**src/rtl/unified_mem_arbiter.sv**
```systemverilog
// Shares one single-ported unified memory between instruction fetch and data access.
// Data is served before fetch; results are presented together in a one-cycle DONE window.
module unified_mem_arbiter #(
    parameter int ADDR_W   = 32,
    parameter int DATA_W   = 32,
    parameter int MAX_WAIT = 255
) (
    input  logic              clk,
    input  logic              reset,
    input  logic              if_en,
    input  logic [ADDR_W-1:0] if_addr,
    output logic [DATA_W-1:0] if_inst,
    output logic              if_valid,
    input  logic              mem_ce,
    input  logic              mem_wrn,
    input  logic [ADDR_W-1:0] mem_addr,
    input  logic [DATA_W-1:0] mem_wrdata,
    output logic [DATA_W-1:0] mem_rddata,
    output logic              mem_valid,
    output logic              stall_req,
    output logic              ram_req,
    output logic              ram_we,
    output logic [ADDR_W-1:0] ram_addr,
    output logic [DATA_W-1:0] ram_wdata,
    input  logic              ram_ack,
    input  logic [DATA_W-1:0] ram_rdata,
    output logic              timeout_err
);

    // The watchdog only needs to count 0..MAX_WAIT-1; the final wait cycle is detected by compare.
    localparam int CNT_W = (MAX_WAIT < 2) ? 1 : $clog2(MAX_WAIT);
    localparam logic [CNT_W-1:0] WD_LAST = CNT_W'(MAX_WAIT - 1);

    typedef enum logic [1:0] {
        S_IDLE,
        S_DATA,
        S_INST,
        S_DONE
    } state_t;

    state_t            r_state;
    state_t            w_nextState;
    logic              r_pi;
    logic              r_dataSrv;
    logic [ADDR_W-1:0] r_ifAddr;
    logic [CNT_W-1:0]  r_wdCnt;

    logic              w_busy;
    logic              w_timeout;
    logic              w_accDone;
    logic [DATA_W-1:0] w_rdResult;

    assign w_busy     = (r_state == S_DATA) || (r_state == S_INST);
    // An ack arriving on the last permitted cycle wins over the watchdog.
    assign w_timeout  = w_busy && !ram_ack && (r_wdCnt == WD_LAST);
    assign w_accDone  = w_busy && (ram_ack || w_timeout);
    assign w_rdResult = ram_ack ? ram_rdata : '0;

    assign stall_req = ((r_state == S_IDLE) && (mem_ce || if_en)) ||
                       (r_state == S_DATA) || (r_state == S_INST);

    always_ff @(posedge clk or posedge reset) begin
        if (reset) begin
            r_state <= S_IDLE;
        end else begin
            r_state <= w_nextState;
        end
    end

    always_comb begin
        w_nextState = r_state;
        case (r_state)
            S_IDLE: begin
                if (mem_ce) begin
                    w_nextState = S_DATA;
                end else if (if_en) begin
                    w_nextState = S_INST;
                end
            end
            S_DATA: begin
                if (w_accDone) begin
                    w_nextState = r_pi ? S_INST : S_DONE;
                end
            end
            S_INST: begin
                if (w_accDone) begin
                    w_nextState = S_DONE;
                end
            end
            default: begin
                w_nextState = S_IDLE;
            end
        endcase
    end

    // Bus, result and watchdog registers; valid pulses default low so they last one cycle.
    always_ff @(posedge clk or posedge reset) begin
        if (reset) begin
            ram_req     <= 1'b0;
            ram_we      <= 1'b0;
            ram_addr    <= '0;
            ram_wdata   <= '0;
            if_inst     <= '0;
            mem_rddata  <= '0;
            if_valid    <= 1'b0;
            mem_valid   <= 1'b0;
            timeout_err <= 1'b0;
            r_pi        <= 1'b0;
            r_dataSrv   <= 1'b0;
            r_ifAddr    <= '0;
            r_wdCnt     <= '0;
        end else begin
            if_valid  <= 1'b0;
            mem_valid <= 1'b0;
            case (r_state)
                S_IDLE: begin
                    r_pi      <= if_en;
                    r_dataSrv <= mem_ce;
                    r_ifAddr  <= if_addr;
                    r_wdCnt   <= '0;
                    if (mem_ce) begin
                        ram_req   <= 1'b1;
                        ram_we    <= mem_wrn;
                        ram_addr  <= mem_addr;
                        ram_wdata <= mem_wrdata;
                    end else if (if_en) begin
                        ram_req  <= 1'b1;
                        ram_we   <= 1'b0;
                        ram_addr <= if_addr;
                    end
                end
                S_DATA: begin
                    if (w_accDone) begin
                        if (!ram_we) begin
                            mem_rddata <= w_rdResult;
                        end
                        if (w_timeout) begin
                            timeout_err <= 1'b1;
                        end
                        r_wdCnt <= '0;
                        ram_we  <= 1'b0;
                        if (r_pi) begin
                            ram_addr <= r_ifAddr;
                        end else begin
                            ram_req   <= 1'b0;
                            mem_valid <= 1'b1;
                        end
                    end else begin
                        r_wdCnt <= r_wdCnt + CNT_W'(1);
                    end
                end
                S_INST: begin
                    if (w_accDone) begin
                        if_inst <= w_rdResult;
                        if (w_timeout) begin
                            timeout_err <= 1'b1;
                        end
                        r_wdCnt   <= '0;
                        r_pi      <= 1'b0;
                        ram_req   <= 1'b0;
                        ram_we    <= 1'b0;
                        if_valid  <= 1'b1;
                        mem_valid <= r_dataSrv;
                    end else begin
                        r_wdCnt <= r_wdCnt + CNT_W'(1);
                    end
                end
                default: begin
                    r_dataSrv <= 1'b0;
                end
            endcase
        end
    end

endmodule
```
**config.mk**
```make
export PLATFORM = sky130hd
export DESIGN_NAME = unified_mem_arbiter
export DESIGN_NICKNAME = d
export VERILOG_FILES = /design/src/rtl/unified_mem_arbiter.sv
export SDC_FILE = /design/constraint.sdc
export NUM_CORES = 1
export LEC_CHECK = 0
export BUFFER_PORTS_ARGS = -buffer_cell sky130_fd_sc_hd__clkbuf_2
export CAP_MARGIN = 20
export CORE_ASPECT_RATIO = 2
export CORE_MARGIN = 2
export CORE_UTILIZATION = 45
export DETAILED_ROUTE_END_ITERATION = 8
export GPL_TIMING_DRIVEN = 0
export HOLD_SLACK_MARGIN = 0.02
export PLACE_DENSITY = 0.8
export RECOVER_POWER = 100
export REMOVE_ABC_BUFFERS = 1
export SYNTH_ARGS = -nofsm -noshare
export SYNTH_HDL_FRONTEND = slang
export SYNTH_SLANG_ARGS = --single-unit
```
**constraint.sdc**
```tcl
create_clock -name clk -period 5.2 [get_ports clk]
set_clock_uncertainty 0.1 [all_clocks]
set_input_delay 0.26 -clock clk [delete_from_list [all_inputs] [get_ports clk]]
set_output_delay 0.26 -clock clk [all_outputs]
set_load 0.01 [all_outputs]
```
==> results.yml, run 1 <==
outcome:
  status: "finished with violations"
  violations: "capacitance limit, slew limit"
final_layout:
  final_nets: 1059
  fillerInstances: 1339
  regArea_mm2: 0.004429
  area_delta_synth_final_pct: 38.08
  diodes: 0
  drive_above_1_share_pct: 26.53
  multiInputGateArea_mm2: 0.002795
  final_area_mm2: 0.01040
cts:
  post_cts_buffers: 0
  numCtsBuffers: 17
  cts_hold_buf: 97
  cts_sinks: 177
  postCtsResizedCells: 0
  clk_pin_slew_ns: 0.07
  clockBufferDepth: 2
  cts_tree: "done"
  h-tree-depth: 4
  worstSkewPairLatency_ns: 0.42
  ctsRootBufferMaster: "clkbuf_16"
sta:
  finalMaxSlewViolations: 47
  fmax_mhz: 303.3
  slew-limit-headroom_pct: -49.25
  min_period_ns: 3.297
  rsz0062_at_grt: "false"
  tightest_slew_ns: 2.226
  fin_ws_ns: 1.903
  period_share_pct: 63.40
  setup_violations: 0
  hold_viol: 0
critical_path:
  cp_slowest_cell: "ha_1"
  cp.arrival_ns: 3.49
  worstReg2RegStart: "r_state[0]"
  ff2ff_path_depth: 7
  rrSetupSlack_ns: 1.90
  required_ns: 5.40
  criticalPathCategory: "reg -> reg"
  endpoint_kind: "register"
  cp_cell_sequence: "inv_1 -> ha_1 -> buf_12 -> nor3b_1 -> a221o_1 -> buf_12 -> mux2_1"
  cp_common_cell: "buf_12"
  rr_endpoint: "ram_addr[14]"
  crit_path_start_kind: "register"
  crit_fanout: 28
  slowest_delay_ns: 0.61
synthesis:
  synth_warnings: 0
  async_flop_share_pct: 100.0
  ys_seq_elements: 177
  ys_top_cells_by_area: "dfrtp_1 (59%), mux2_2 (10%), a22o_1 (7.6%)"
  synth_edf_count: 0
  synth_area_leader_cell: "dfrtp_1"
  synth-seq-area-share_pct: 58.79
  postSynthCellCount: 563
  synth_top_cell_area_share_pct: 58.79
  netlist-cell-type-count: 38
  synth-main-ff-cell: "dfrtp_1"
  syn-mean-instance-area_um2: 13.38
  syn_area_mm2: 0.007533
floorplan:
  coreArea_mm2: 0.01660
  initial_utilization_pct: 45.39
  die_y_um: 187.0
  die-area_mm2: 0.01785
  std_cell_rows: 67
  ios: 268
  die_w_um: 95.49
hold_path:
  hp-start: "if_en"
  hold_end: "r_pi"
  whs_path_depth: 3
  hold_path.class: "in -> reg"
power:
  clockPowerShare_pct: 20.5
  ir_drop_uv: 361.9
  p_int_w: 0.003918
  power.density_mw_per_mm2: 591.6
  power.leakage_nw: 4.801
  combPwrFrac_pct: 40.2
  p_sw_w: 0.002236
  pwr-share-seq_pct: 39.3
  swShare_pct: 36.33
route:
  routedWlPerCell_um: 18.07
  drc: 0
  postRouteWirelength_um: 20560
  dr.pass1.iters: 4
  ant_nets: 0
  drt_iter0_drc: 226
  vias: 5968
  vias_per_cell: 5.244
global_route:
  grt_first_pass_wirelength_um: 32840
  track_usage_pct: 23.63
  grt_max_degree: 132
  first_global_vias: 6496
  gr-total-overflow: 0
  antenna_found_initial: 0
placed_design:
  gp_congestion: 0.7690
  dp_hpwl_um: 13060
  placed_area_mm2: 0.009190
  portBuffers: 267
  pre_cts_slack_ns: 2.245
flow_run:
  maxCapViolCount: 1
==> registers in the layout, indices dropped and copies added, names as in the netlist <==
register / count
if_valid: 1
mem_valid: 1
ram_req: 1
r_wdCnt: 8
r_dataSrv: 1
r_state: 2
r_pi: 1
if_inst: 32
ram_we: 1
timeout_err: 1
ram_wdata: 32
mem_rddata: 32
r_ifAddr: 32
ram_addr: 32
==> layer usage <==
metal | vias to the layer above | GRT usage, % | part of all wire (%)
met5 | - | 0 | 0
met4 | 0 | 9.341 | 2.3
met3 | 30 | 6.044 | 7.1
met2 | 259 | 39.52 | 50
met1 | 2927 | 28.75 | 40
li1 | 2752 | - | -
==> through the flow <==
stage | hold WS, ns | setup TNS, ns | utilization (%) | total power, W | cells
after global routing | 0.1402 | 0 | 62.67 | 0.006513 | 1138
after floorplan | 0.2927 | 0 | - | 0.004096 | 525
after CTS | 0.09716 | 0 | 64.74 | 0.006523 | 1138
after global placement | 0.3705 | -342.79 | 53.95 | 0.004976 | 999
final | 0.1182 | 0 | 62.67 | 0.006154 | 1138
after detailed placement | 0.1825 | 0 | 55.37 | 0.005177 | 1009
==> layout make-up <==
type                       count  share of cell area [%]
tap                          207                   2.490
inverter                       8                  0.3007
multi-input combinational    340                   26.87
clock buffer                  22                   4.655
timing repair buffer         374                   22.14
sequential                   177                   42.58
clock inverter                10                  0.9622
==> how the worst max path moves through the flow <==
stage                          start            to  slack, ns
after floorplan                reset    if_inst[0]       0.04
after global placement         reset  ram_addr[24]      -1.77
after detailed placement  r_state[0]  ram_addr[30]       2.25
after CTS                 r_state[0]  ram_addr[30]       2.22
after global routing      r_state[0]  ram_addr[14]       1.68
final                     r_state[0]  ram_addr[14]       1.90
==> power groups by stage <==
stage                     clock (W)  sequential, W  combinational, W
final                       0.00126        0.00242           0.00247
after floorplan                   0        0.00259           0.00151
after detailed placement          0        0.00241           0.00276
after global placement            0        0.00239           0.00259
after global routing        0.00134        0.00249           0.00269
after CTS                   0.00129        0.00241           0.00282
==> Yosys cell counts (all sizes together), types with 2 or more instances <==
master,number
a211oi,2
a21o,2
a21oi,8
a22o,65
and3,2
buf,12
clkbuf,26
dfrtp,177
ha,7
inv,8
mux2,98
mux2i,33
nand2,45
nand2b,3
nand3,3
nor2,13
nor3b,2
o21ai,38
or2,2
or3,2
xnor2,2
==> placed cells by master, fill, tap and decap left out, types with 2 or more instances in the layout <==
cell / instances
dlygate4sd3_1: 97
clkbuf_2: 132
clkbuf_16: 17
clkinv_4: 3
clkinv_2: 2
mux2_4: 2
inv_6: 3
nand3_1: 3
dfrtp_1: 177
nor2_1: 13
inv_1: 7
buf_12: 4
and3_1: 2
mux2i_1: 33
ha_1: 7
a211oi_1: 2
a22o_1: 65
nand2_1: 45
buf_6: 2
mux2_2: 67
or3_1: 2
buf_16: 2
clkbuf_8: 4
xnor2_1: 2
nand2b_1: 3
mux2_1: 29
a21oi_1: 8
clkbuf_1: 138
or2_2: 2
o21ai_0: 38
a21o_1: 2
==> critical path: cells and delay by family, from the launching register on <==
kind | cells | cell delay [ns]
fa+ha+maj | 1 | 0.61
flops | 1 | 0.43
simple gates | 1 | 0.43
mux | 1 | 0.36
buf+inv | 3 | 0.65
compound gates | 1 | 0.57
==> cell families after synthesis <==
family                   Yosys count  share of synthesized area (%)
AO/OA/AOI/OAI                    122                          11.88
XOR/XNOR                           3                         0.3488
adder cells (fa/ha/maj)            7                          1.163
buffers and inverters             46                          2.707
flip-flops                       177                          58.79
multiplexers                     131                          20.53
AND/OR/NAND/NOR                   77                          4.584
(Power assumes the default switching activity.)
==> run 2, diff against run 1 <==
CORE_UTILIZATION = 50   (was 45)
PLACE_DENSITY = 0.84   (was 0.8)
clock period = 3.2 ns   (was 5.2 ns; I/O delays follow)
==> run 2 against run 1 <==
  * The run still ends with capacitance limit, slew limit left
  * Sequential power up 62%
  * Clock power up 63%
  * Total power up 63%
  * Setup slack worse by 1.5 ns
  * Core utilization up 7.4 points
  * Via count up 2.0%
  * Die area down 9.7%
  * First-iteration DRC count up 34%
  * Combinational power up 63%
  * Critical endpoint is now mem_rddata[7]
  * Largest power group unchanged
==> results.yml, run 2 (synthesis gave the netlist of run 1 again) <==
hold_path:
  hold_path.class: "in -> reg"
  hp-start: "mem_addr[26]"
  whs_path_depth: 4
  hold_end: "ram_addr[26]"
critical_path:
  crit_family: "buffers and inverters"
  rr_endpoint: "mem_rddata[7]"
  required_ns: 3.41
  cp_slowest_cell: "or3_1"
  cp.arrival_ns: 3.01
  slowest_delay_ns: 0.48
  crit_path_start_kind: "register"
  critPathBufInv: 3
  criticalPathCategory: "reg -> reg"
  crit_fanout: 50
  worstReg2RegStart: "r_state[1]"
  cp_cell_sequence: "inv_1 -> ha_2 -> buf_12 -> nand2_1 -> or3_1 -> clkbuf_2 -> a22o_1"
  endpoint_kind: "register"
  rrSetupSlack_ns: 0.39
  cp_num_cells: 7
  ff2ff_path_depth: 7
floorplan:
  ios: 268
  die_w_um: 90.80
  initial_utilization_pct: 50.84
  coreArea_mm2: 0.01482
  die-area_mm2: 0.01612
  die_y_um: 177.6
  std_cell_rows: 63
sta:
  hold_viol: 0
  hold_ws_ns: 0.03666
  fin_ws_ns: 0.3932
  tightest_slew_ns: 1.814
  min_period_ns: 2.807
  slew-limit-headroom_pct: -20.97
  setup_violations: 0
  setup-tns-final_ns: 0
  finalMaxSlewViolations: 90
  rsz0062_at_grt: "false"
  fmax_mhz: 356.3
  period_share_pct: 87.71
placed_design:
  post-place-cells: 997
  pre_cts_slack_ns: 0.3105
  placed_area_mm2: 0.009163
  dp_hpwl_um: 13030
  portBuffers: 267
  gp_congestion: 0.7990
route:
  vias_per_cell: 5.398
  vias: 6089
  drt_iter0_drc: 302
  drc: 0
  dr.pass1.iters: 7
  postRouteWirelength_um: 20860
  routedWlPerCell_um: 18.50
  ant_nets: 0
outcome:
  violations: "capacitance limit, slew limit"
  status: "finished with violations"
cts:
  clk_pin_slew_ns: 0.07
  ctsRootBufferMaster: "clkbuf_16"
  numCtsBuffers: 17
  cts_sinks: 177
  worstSkewPairLatency_ns: 0.42
  clockBufferDepth: 2
  h-tree-depth: 4
  cts_tree: "done"
power:
  power.leakage_nw: 4.794
  ir_drop_uv: 672.9
  power.density_mw_per_mm2: 963.9
final_layout:
  stdcell_count: 1128
  final_common_cell: "dfrtp_1"
  area_delta_synth_final_pct: 37.87
  fillerInstances: 1103
  final_nets: 1061
  diodes: 0
  final_cell_mix: "dfrtp_1 (177), clkbuf_1 (136), clkbuf_2 (135), dlygate4sd3_1 (99), mux2_2 (67)"
  drive_above_1_share_pct: 27.01
  final_area_mm2: 0.01039
global_route:
  gr-total-overflow: 0
  antenna_found_initial: 0
  first_global_vias: 6610
  grt_first_pass_wirelength_um: 32860
  grt_max_degree: 90
  track_usage_pct: 26.05
flow_run:
  maxCapViolCount: 1
-- run 2: cell count changes in the layout (fill, tap and decap cells not counted), moves of 2 or more --
cell | before | now
clkbuf_2 | 132 | 135
clkinv_4 | 3 | 1
ha_1 | 7 | 5
clkbuf_1 | 138 | 136
clkbuf_8 | 4 | 1
clkinvlp_4 | 1 | 4
dlygate4sd3_1 | 97 | 99
buf_16 | 2 | 0
ha_2 | 0 | 2
-- run 2: worst max-delay path by stage --
stage,endpoint,from
after detailed placement,ram_addr[31],r_state[0]
after global placement,ram_wdata[9],reset
after floorplan,if_inst[0],reset
after global routing,mem_rddata[0],r_state[1]
after CTS,ram_addr[31],r_state[0]
final,mem_rddata[7],r_state[1]
-- run 2: area by class of cell --
cell class                 instances  area (um2)  share of cell area [%]
timing repair buffer             376        2298                   22.13
inverter                           8       33.78                  0.3253
clock buffer                      20       446.7                   4.301
sequential                       177        4429                   42.65
clock inverter                    12       132.6                   1.277
multi-input combinational        340        2801                   26.97
tap                              195       244.0                   2.349
-- run 2: worst min-delay path: cells and delay by family --
kind	cells	cell delay, ns
AO/OA/AOI/OAI	1	0.12
buffers and inverters	1	0.07
multiplexers	2	0.17
-- run 2: timing repair --
item,CTS,global route
hold buffers,99,0
buffers inserted,0,0
gates resized for setup,0,0
endpoints found under the hold margin,218,0
-- run 2: per-stage QoR --
stage	total power [W]	utilization (%)
final	0.01001	70.09
after global routing	0.01057	70.09
after detailed placement	0.008381	61.83
after CTS	0.01056	72.42
after global placement	0.008105	60.33
after floorplan	0.006656	-
-- run 2: power by group --
part | switching (W) | internal, W
combinational | 0.00213 | 0.00190
sequential | 0.000624 | 0.00331
clock | 0.000880 | 0.00118
total | 0.00363 | 0.00638
-- run 2: metal layers --
layer	global-route usage [%]	vias up	part of all wire [%]
met3	5.817	49	4.6
met2	48.45	247	56
li1	-	2746	-
met4	11.30	0	3.5
met1	28.11	3047	36
met5	0	-	0
==> run 3, diff against run 2 <==
--- a/config.mk
+++ b/config.mk
@@ -7,2 +7,3 @@
 export LEC_CHECK = 0
+export ABC_AREA = 1
 export BUFFER_PORTS_ARGS = -buffer_cell sky130_fd_sc_hd__clkbuf_2
@@ -15,3 +16,3 @@
 export HOLD_SLACK_MARGIN = 0.02
-export PLACE_DENSITY = 0.84
+export PLACE_DENSITY = 0.85
 export RECOVER_POWER = 100
==> constraint.sdc (replaced) <==
create_clock -name clk -period 3.2 [get_ports clk]
set_clock_uncertainty 0.1 [all_clocks]
set_input_delay 0.32 -clock clk [delete_from_list [all_inputs] [get_ports clk]]
set_output_delay 0.32 -clock clk [all_outputs]
set_load 0.01 [all_outputs]
==> run 3 against run 2 <==
  * Core utilization is 4.8 points lower
  * Global-route usage increased by 0.26 points
  * The flow still finishes with violations (capacitance limit, slew limit)
  * Combinational power decreased by 1%
==> results.yml, run 3 <==
critical_path:
  endpoint_kind: "output pin"
  cp_cell_sequence: "inv_1 -> ha_4 -> inv_2 -> o211ai_1 -> clkbuf_1"
  ff2ff_path_depth: 8
  rrSetupSlack_ns: 0.40
  worstReg2RegStart: "r_state[0]"
  crit_family: "buffers and inverters"
  crit_fanout: 36
  crit_path_start_kind: "register"
  cp_slowest_cell: "ha_4"
  cp.arrival_ns: 2.50
  required_ns: 2.78
  rr_endpoint: "ram_addr[7]"
  criticalPathCategory: "reg -> out"
  critPathBufInv: 3
  slowest_delay_ns: 0.45
global_route:
  grt_first_pass_wirelength_um: 34450
  antenna_found_initial: 0
  track_usage_pct: 26.32
  grt_max_degree: 101
  gr-total-overflow: 0
  first_global_vias: 7021
hold_path:
  whs_path_depth: 3
  hold_end: "r_ifAddr[20]"
  hold_path.class: "in -> reg"
  hp-start: "if_addr[20]"
flow_run:
  maxCapViolCount: 1
cts:
  clk_pin_slew_ns: 0.07
  h-tree-depth: 4
  worstSkewPairLatency_ns: 0.43
  cts_tree: "done"
  numCtsBuffers: 17
  cts_sinks: 177
  clockBufferDepth: 2
  ctsRootBufferMaster: "clkbuf_16"
synthesis:
  postSynthCellCount: 806
  ys_top_cells_by_count: "nand2_1 (312), dfrtp_1 (177), o21ai_0 (66)"
  syn-mean-instance-area_um2: 9.564
  syn_area_mm2: 0.007709
  synth_warnings: 0
  async_flop_share_pct: 100.0
  ys_seq_elements: 177
  synth_edf_count: 0
  ys_top_cells_by_area: "dfrtp_1 (57%), nand2_1 (15%), mux2_2 (4.7%)"
  netlist-cell-type-count: 30
  yosysMostFrequentCell: "nand2_1"
  synth-main-ff-cell: "dfrtp_1"
  synth_area_leader_cell: "dfrtp_1"
  synth-seq-area-share_pct: 57.46
  synth_top_cell_area_share_pct: 57.46
route:
  drc: 0
  routedWlPerCell_um: 16.54
  vias: 6787
  drt_iter0_drc: 421
  vias_per_cell: 5.241
  dr.pass1.iters: 5
  postRouteWirelength_um: 21420
  ant_nets: 0
outcome:
  status: "finished with violations"
  violations: "capacitance limit, slew limit"
sta:
  rsz0062_at_grt: "false"
  period_share_pct: 91.11
  hold_viol: 0
  hold_ws_ns: 0.02450
  min_period_ns: 2.915
  tightest_slew_ns: 1.673
  finalMaxSlewViolations: 79
  setup_violations: 0
  fmax_mhz: 343.0
  slew-limit-headroom_pct: -11.50
placed_design:
  gp_congestion: 0.8549
  portBuffers: 267
  dp_hpwl_um: 14500
  placed_area_mm2: 0.009214
power:
  power.leakage_nw: 4.899
  ir_drop_uv: 603.6
  pwr-share-seq_pct: 39.0
  p_int_w: 0.005884
  clockPowerShare_pct: 21.0
  swShare_pct: 40.96
  p_sw_w: 0.004082
  power.density_mw_per_mm2: 1004
  combPwrFrac_pct: 40.1
floorplan:
  coreArea_mm2: 0.01521
  ios: 268
  die_y_um: 179.6
  die-area_mm2: 0.01649
  initial_utilization_pct: 50.67
  die_w_um: 91.80
  std_cell_rows: 64
final_layout:
  area_delta_synth_final_pct: 28.76
  drive_above_1_share_pct: 19.60
  final_area_mm2: 0.009926
  final_common_cell: "nand2_1"
  final_core_util_pct: 65.24
  diodes: 0
  fillerInstances: 1294
  final_nets: 1225
  final_cell_mix: "nand2_1 (313), dfrtp_1 (177), clkbuf_1 (136), clkbuf_2 (133), o21ai_0 (103)"
-- run 3: cell types whose count changed in the layout (fill, tap and decap cells not counted), sizes merged, moves of 3 or more --
cell,previous run,this run
a22o,65,0
xor2,1,4
o21ai,38,105
nand4,1,36
mux2,98,32
inv,10,19
nand2b,3,0
clkinvlp,4,7
a21oi,8,1
nand2,45,316
nand3,3,7
dlygate4sd3,99,34
-- run 3: final cells by class --
cell class	count	area, um2	share of cell area, %
clock buffer	19	442.9	4.462
timing repair buffer	309	1634	16.46
clock inverter	13	150.1	1.513
sequential	177	4429	44.62
inverter	17	68.82	0.6933
tap	198	247.7	2.496
multi-input combinational	562	2953	29.75
-- run 3: what timing repair did --
action / CTS / global route
cloned: 0 / 0
hold endpoints to repair: 110 / 0
gates resized for setup: 3 / 1
hold buffers: 34 / 0
pin swaps: 0 / 1
setup endpoints to repair: 33 / 32
buffers inserted: 0 / 1
-- run 3: power groups by stage --
stage	combinational [W]	sequential, W	clock, W
floorplan	0.00207	0.00417	0
finish	0.00399	0.00388	0.00209
global route	0.00444	0.00400	0.00221
CTS	0.00428	0.00386	0.00213
global placement	0.00396	0.00383	0
detailed placement	0.00419	0.00387	0
-- run 3: metrics by stage --
stage	instances	setup WS [ns]	total power (W)	setup TNS, ns
floorplan	756	-2.022	0.006239	-379.21
global placement	1221	-3.860	0.007790	-808.63
detailed placement	1228	-0.8207	0.008060	-25.41
CTS	1294	0.01060	0.01027	0
global route	1295	0.1627	0.01065	0
finish	1295	0.2846	0.009967	0
-- run 3: layer usage --
metal  vias to the layer above  global-route usage, %  part of all wire [%]
met5                         -                      0                     0
li1                       3206                      -                     -
met3                        72                  4.484                   4.9
met4                         0                  13.85                   5.1
met1                      3262                  29.37                    36
met2                       247                  47.12                    54
-- run 3: worst max-delay path by stage --
stage / from / endpoint / slack (ns) / cells past startpoint
2_1_floorplan: reset / if_inst[0] / -2.02 / 1
3_3_place_gp: reset / ram_wdata[2] / -3.86 / 2
3_5_place_dp: r_state[0] / ram_addr[22] / -0.82 / 8
4_1_cts: r_state[0] / ram_addr[7] / 0.01 / 8
5_1_grt: r_state[1] / stall_req / 0.16 / 5
6_report: r_state[0] / stall_req / 0.28 / 5
-- run 3: cell families after synthesis --
family,count (synthesis),share of synthesized area (%)
xor+xnor,6,0.6817
simple gates,376,19.90
compound gates,109,7.872
mux,64,8.830
flops,177,57.46
buf+inv,67,4.123
fa+ha+maj,7,1.136
-- run 3: worst min-delay path, stage by stage --
cell	delay [ns]
clkbuf_2	0.09
nand2_1	0.05
nand2_1	0.06
